==> src/rtl/din_serializer.sv <==
// Parallel-to-serial front end: a one-entry hold register feeds a shifter that drives ser_bit.
// Optional even-parity bit per word when DIN_SER_PARITY_EN is defined.
module din_serializer #(
  parameter int unsigned WIDTH     = 8,
  parameter int unsigned GAP       = 0,
  parameter bit          MSB_FIRST = 1'b0
) (
  input  logic             clk,
  input  logic             rst,
  input  logic             in_valid,
  input  logic [WIDTH-1:0] in_data,
  output logic             in_ready,
  input  logic             stall,
  output logic             ser_bit,
  output logic             ser_valid,
  output logic             word_done
);

  localparam int unsigned CW        = $clog2(WIDTH + 1);
  localparam logic [CW-1:0] BIT_LAST = CW'(WIDTH - 1);
  localparam logic [3:0]  GAP_LAST  = 4'(GAP - 1);
  localparam bit          HAS_GAP   = (GAP != 0);

`ifdef DIN_SER_PARITY_EN
  typedef enum logic [1:0] {S_IDLE = 2'd0, S_SHIFT = 2'd1, S_GAP = 2'd2, S_PARITY = 2'd3} state_t;
`else
  typedef enum logic [1:0] {S_IDLE = 2'd0, S_SHIFT = 2'd1, S_GAP = 2'd2} state_t;
`endif

  state_t           state_q, state_d;
  logic [WIDTH-1:0] shreg_q, shreg_d;
  logic [WIDTH-1:0] hold_q, hold_d;
  logic             hold_full_q, hold_full_d;
  logic [CW-1:0]    bit_cnt_q, bit_cnt_d;
  logic [3:0]       gap_cnt_q, gap_cnt_d;
  logic             in_ready_q, in_ready_d;
  logic             ser_bit_q, ser_bit_d;
  logic             ser_valid_q, ser_valid_d;
  logic             word_done_q, word_done_d;
`ifdef DIN_SER_PARITY_EN
  logic             parity_q, parity_d;
`endif

  logic [WIDTH-1:0] shifted_c;
  logic             load_c;
  logic             word_end_c;
  logic             go_next_c;

  // Bit that appears on the line first for a given shifter image.
  function automatic logic line_bit(input logic [WIDTH-1:0] w);
    return MSB_FIRST ? w[WIDTH-1] : w[0];
  endfunction

  assign shifted_c = MSB_FIRST ? {shreg_q[WIDTH-2:0], 1'b0} : {1'b0, shreg_q[WIDTH-1:1]};

  always_comb begin
    state_d     = state_q;
    shreg_d     = shreg_q;
    hold_d      = hold_q;
    hold_full_d = hold_full_q;
    bit_cnt_d   = bit_cnt_q;
    gap_cnt_d   = gap_cnt_q;
    ser_bit_d   = ser_bit_q;
    ser_valid_d = ser_valid_q;
    word_done_d = 1'b0;
    load_c      = 1'b0;
    word_end_c  = 1'b0;
    go_next_c   = 1'b0;
`ifdef DIN_SER_PARITY_EN
    parity_d    = parity_q;
`endif

    if (!stall) begin
      case (state_q)
        S_IDLE: begin
          if (hold_full_q) load_c = 1'b1;
        end
        S_SHIFT: begin
          if (bit_cnt_q == BIT_LAST) begin
`ifdef DIN_SER_PARITY_EN
            state_d     = S_PARITY;
            ser_bit_d   = parity_q;
            ser_valid_d = 1'b1;
`else
            word_end_c  = 1'b1;
`endif
          end else begin
            bit_cnt_d = bit_cnt_q + CW'(1);
            shreg_d   = shifted_c;
            ser_bit_d = line_bit(shifted_c);
          end
        end
`ifdef DIN_SER_PARITY_EN
        S_PARITY: word_end_c = 1'b1;
`endif
        S_GAP: begin
          if (gap_cnt_q == GAP_LAST) go_next_c = 1'b1;
          else                       gap_cnt_d = gap_cnt_q + 4'd1;
        end
        default: state_d = S_IDLE;
      endcase

      // Word finished on the line: pulse done, then idle gap or straight to next word.
      if (word_end_c) begin
        word_done_d = 1'b1;
        if (HAS_GAP) begin
          state_d     = S_GAP;
          gap_cnt_d   = 4'd0;
          ser_bit_d   = 1'b0;
          ser_valid_d = 1'b0;
        end else begin
          go_next_c = 1'b1;
        end
      end

      if (go_next_c) begin
        if (hold_full_q) begin
          load_c = 1'b1;
        end else begin
          state_d     = S_IDLE;
          ser_bit_d   = 1'b0;
          ser_valid_d = 1'b0;
        end
      end

      if (load_c) begin
        state_d     = S_SHIFT;
        shreg_d     = hold_q;
        bit_cnt_d   = '0;
        ser_bit_d   = line_bit(hold_q);
        ser_valid_d = 1'b1;
        hold_full_d = 1'b0;
`ifdef DIN_SER_PARITY_EN
        parity_d    = ^hold_q;
`endif
      end
    end

    // Accept only into an empty hold; a load needs a full hold, so the two never collide.
    if (in_valid && !hold_full_q) begin
      hold_d      = in_data;
      hold_full_d = 1'b1;
    end
    in_ready_d = !hold_full_d;
  end

  always_ff @(posedge clk or negedge rst) begin
    if (!rst) begin
      state_q     <= S_IDLE;
      shreg_q     <= '0;
      hold_q      <= '0;
      hold_full_q <= 1'b0;
      bit_cnt_q   <= '0;
      gap_cnt_q   <= 4'd0;
      in_ready_q  <= 1'b1;
      ser_bit_q   <= 1'b0;
      ser_valid_q <= 1'b0;
      word_done_q <= 1'b0;
`ifdef DIN_SER_PARITY_EN
      parity_q    <= 1'b0;
`endif
    end else begin
      state_q     <= state_d;
      shreg_q     <= shreg_d;
      hold_q      <= hold_d;
      hold_full_q <= hold_full_d;
      bit_cnt_q   <= bit_cnt_d;
      gap_cnt_q   <= gap_cnt_d;
      in_ready_q  <= in_ready_d;
      ser_bit_q   <= ser_bit_d;
      ser_valid_q <= ser_valid_d;
      word_done_q <= word_done_d;
`ifdef DIN_SER_PARITY_EN
      parity_q    <= parity_d;
`endif
    end
  end

  assign in_ready  = in_ready_q;
  assign ser_bit   = ser_bit_q;
  assign ser_valid = ser_valid_q;
  assign word_done = word_done_q;

endmodule

==> config.mk <==
export PLATFORM = sky130hd
export DESIGN_NAME = din_serializer
export DESIGN_NICKNAME = d
export VERILOG_FILES = /design/src/rtl/din_serializer.sv
export SDC_FILE = /design/constraint.sdc
export NUM_CORES = 1
export LEC_CHECK = 0
export ABC_AREA = 1
export CELL_PAD_IN_SITES_DETAIL_PLACEMENT = 0
export CELL_PAD_IN_SITES_GLOBAL_PLACEMENT = 1
export CORE_MARGIN = 4
export CORE_UTILIZATION = 40
export CTS_BUF_LIST = sky130_fd_sc_hd__clkbuf_8
export DETAILED_ROUTE_END_ITERATION = 6
export GPL_TIMING_DRIVEN = 0
export PLACE_DENSITY_LB_ADDON = 0.1
export SLEW_MARGIN = 10
export SYNTH_ARGS = -nofsm -noshare
export SYNTH_HDL_FRONTEND = slang
export SYNTH_SLANG_ARGS = --single-unit
==> constraint.sdc <==
create_clock -name clk -period 2.8 [get_ports clk]
set_input_delay 0.42 -clock clk [delete_from_list [all_inputs] [get_ports clk]]
set_output_delay 0.42 -clock clk [all_outputs]
set_load 0.01 [all_outputs]
==> results by stage, run 1 <==
Setup path:
- By startpoint and endpoint, the worst setup path is classified as flop to output port.
- Following the worst setup path forward leads to its endpoint at in_ready.
- The worst setup path is captured at an output port.
- Among cell families on the critical path, the largest total delay comes from buffers and inverters.
- The startpoint of the worst setup timing path is in_ready$_DFF_PN1_.
- The end of the worst register-to-register path is shreg_q[4]$_DFFE_PN0P_.
- The cell with the largest stage delay on the worst path is clkdlybuf4s50_1.
- The required time of the critical path is between 2000 and 2500 ps.
- The arrival time at the worst endpoint is roughly 1300 ps.
- The reg2reg setup slack is between 1000 and 1500 ps.
- In this run the number of cells on the critical path is 1.
- The maximum fanout count along the critical path is 1.
- STA classifies the critical path startpoint as a flop.
- Traced cell by cell, the critical path runs through clkdlybuf4s50_1.
- The largest single stage delay on the critical path is approximately 520 ps.
- The startpoint identified for the worst register-to-register timing path is bit_cnt_q[0]$_DFFE_PN0P_.
- The number of buffers and inverters on the critical path is 1.
- The worst register-to-register path has a depth of 9.

STA:
- The actual slew at the worst max-slew pin is 664 ps.
- The worst hold margin is 161 ps.
- The count of endpoints failing hold in the final timing report is 0.
- The routed design could run at a clock period as short as between 1500 and 2000 ps.
- The count of final setup violators is 0.
- Setup repair after global routing left no endpoint under its margin.
- The final total negative setup slack is 0 ps.
- Dividing the final minimum period by the clock period gives approximately three fifths.
- The worst clock skew on the final layout is between 4 and 5 ps.
- The final critical-path setup slack is approximately 1100 ps.
- Static timing analysis puts the maximum clock frequency at about 0.58 GHz.
- The count of pins over their slew limit is 0.
- The relative slew slack is a little under three fifths.

Power:
- The total power density per cell area is between 900 and 1000 nW/um2.
- The total chip power is around 1.7 mW.
- VDD sags by at most approximately 480 uV.
- In this run the static leakage power is ~0.86 nW.

Synth:
- The share of Yosys cell area claimed by the top area cell type is just over 50%.
- The cell area after synthesis is approximately 1400 um2.
- The simple-gate portion of the synthesized area is a little over a quarter.
- Of all cell types, the one taking the most synthesized area is dfrtp_1.
- The average size of a mapped cell is ~9.5 um2.
- nand2_1 is the most common cell in the netlist.
- The xor and xnor fraction of the mapped netlist area is 3.13%.
- The area fraction in compound gates after synthesis is between 2 and 2.5%.
- Synthesis produced a netlist whose cell count is between 100 and 150.
- Counting instances in the post-synthesis netlist gives the leading cell types as nand2_1, dfrtp_1, nand3_1.
- After synthesis, the share of cell area in mux cells is about 7.2%.
- The share of the Yosys chip area taken by registers is between 50 and 60%.
- After synthesis the netlist holds a flip-flop and latch count of 30.
- The post-synthesis share of cell area spent on full adders, half adders and majority gates is 1.79%.
- In the synthesized netlist the async set-or-reset flop fraction comes to between 90% and 100%.
- The synthesized netlist contains 23 unique library cells.
- When the netlist entered floorplanning its net count stood at 162.
- The most frequently used flop master after synthesis is dfrtp_1.
- Sorting the synthesized cells by area gives the leading types as dfrtp_1, nand2_1, mux2_2.
- The count of flip-flops with a built-in enable after synthesis is 0.
- The number of warnings printed during yosys synthesis is 0.
- By area, the combinational part of the netlist is dominated by simple AND/OR/NAND/NOR gates.

Cells and area:
- The summed area of non-filler cells in the final layout is around 1700 um2.
- In the final layout, the share of cells above drive strength 1 is 18.7%.
- The number of nets at the end of the flow is ~180.
- The number of diodes added for antenna fixing is 0.
- The relative area change from synthesis to final layout is 22.3%.

Route:
- The pre-antenna-repair detailed-routing pass consisted of 4 iterations.
- The starting DRC count in detailed routing is 65.
- Wires add up to 2480 um.
- The DRC violation count after routing is 0.
- In the routed layout, each cell is associated on average with a via count of 4.68.
- The residual antenna-violating net count after detailed routing is 0.
- The post-detailed-route wirelength per cell is ~11 um.
- The via count is around 1000.

Run:
- The number of max-cap violations is 0.

Clock tree:
- The level count of the clock H-tree is 2.
- The number of sinks on the clock net is 30.
- After clock tree synthesis, the clock-pin slew on the worst setup and hold paths is around 60 ps.
- The count of instances resized after the clock tree is built is 0.
- In this run, CTS created clock tree buffers numbering 5.
- The count of buffers added by post-CTS timing repair for setup is 0.
- The cts-stage hold buffer count is 0.
- TritonCTS built the clock tree.
- The number of buffers on the longest clock path is 2.
- The clock reaches the later pin of the worst-skew pair after 280 ps.
- The library cell used as clock root buffer is clkbuf_8.

Global routing:
- The remaining global-route overflow is 0.
- Entering global routing, the biggest net connects 31 pins.
- The wire length of the first global-routing pass is 4460 um.
- The initial antenna violation count is 0.
- The number of global-route vias before repair is between 1000 and 1500.
- The combined global-route utilization of all metal layers is between 10 and 15%.

Place:
- The congestion estimate from routability-driven global placement came to ~0.75.
- At the placement stage, the worst setup path has a slack of a little under 1000 ps.
- Detailed placement finished with a half-perimeter wire length of approximately 1800 um.
- The standard cell area after detailed placement is approximately 1600 um2.
- Buffers placed on the I/O ports in this run total 15.

Floorplan:
- The die span in x is approximately 67 um.
- The die covers between 4000 and 5000 um2.
- The floorplan step defined a core boundary enclosing 3360 um2.
- The floorplan step set the die height to ~67 um.
- The number of rows in the core area is 21.
- The starting density of the core is around two fifths.
- The I/O pin total is 16.

Worst hold path:
- The class of the tightest hold or removal check is input port to async pin.

Outcome:
- The flow ran to the end, and the final reports show no timing, DRC or antenna violations.
## power breakdown
part	total [mW]	switching [mW]	leakage (nW)	internal [mW]
clock network	0.403	0.155	0.0575	0.248
logic	0.607	0.337	0.439	0.270
registers	0.704	0.0965	0.364	0.607
## sequential cells by signal, indices dropped and copies added (netlist names)
name	count
hold_q	8
shreg_q	7
bit_cnt_q	4
gap_cnt_q	4
state_q	2
hold_full_q	1
in_ready	1
ser_bit	1
ser_valid	1
word_done	1
## through the flow
stage,std cells,util [%]
floorplan,148,-
global placement,209,47.8
detailed placement,209,47.7
CTS,217,51.0
global route,217,51.0
finish,217,51.0
## routing by layer
metal / part of all wire, % / global-route usage (%) / vias to the layer above
li1: - / - / 511
met1: 44 / 15.1 / 476
met4: 2.1 / 6.08 / 0
met2: 49 / 22.6 / 21
met3: 4.5 / 5.66 / 7
met5: 0 / 0 / -
## logic make-up after synthesis
group | Yosys count
DFF | 30
AOI/OAI and AO/OA | 5
adders and majority gates | 2
buffers and inverters | 17
xor gates and xnor gates | 5
muxes | 9
and+or+nand+nor | 80
## layout by cell type (no fill, tap or decap), drive strengths merged
cell type       n
clkbuf          9
nand2          46
buf             3
nand3          21
nand4           1
mux2            9
nor2           10
dfstp           1
dfrtp          29
inv            14
nor3            1
xor2            5
or2             1
ha              2
o211ai          1
clkdlybuf4s50  14
o21ai           4
## cell type report
cell class	count	area [um2]
sequential	30	752
multi-input combinational	101	577
fill	366	1650
inverter	14	52.6
clock buffer	8	110
tap	46	57.6
buffer	3	20.0
timing repair buffer	15	145
## worst min path at each step
stage	end	depth (start not counted)
after floorplan	bit_cnt_q[0]$_DFFE_PN0P_	0
after global placement	gap_cnt_q[3]$_DFFE_PN0P_	1
after detailed placement	gap_cnt_q[3]$_DFFE_PN0P_	1
after CTS	bit_cnt_q[2]$_DFFE_PN0P_	1
after global routing	gap_cnt_q[2]$_DFFE_PN0P_	1
final	bit_cnt_q[3]$_DFFE_PN0P_	1
No activity file was read; power rests on OpenSTA's default activity.
==> run 2, diff against run 1 <==
Clock period 2.8 ns to 1.78 ns, I/O delays scaled along.
==> results of run 2 <==
Same layout as run 1 (identical final DEF). Status: finished clean.
Among the figures that moved: setup slack after placement 968 ps -> 101 ps; setup slack after layout 1070 ps -> 203 ps; hold slack 161 ps -> 7.99 ps; register-to-register setup slack 1230 ps -> 210 ps; total power 1.71 mW -> 2.70 mW; worst IR drop on VDD 484 uV -> 762 uV
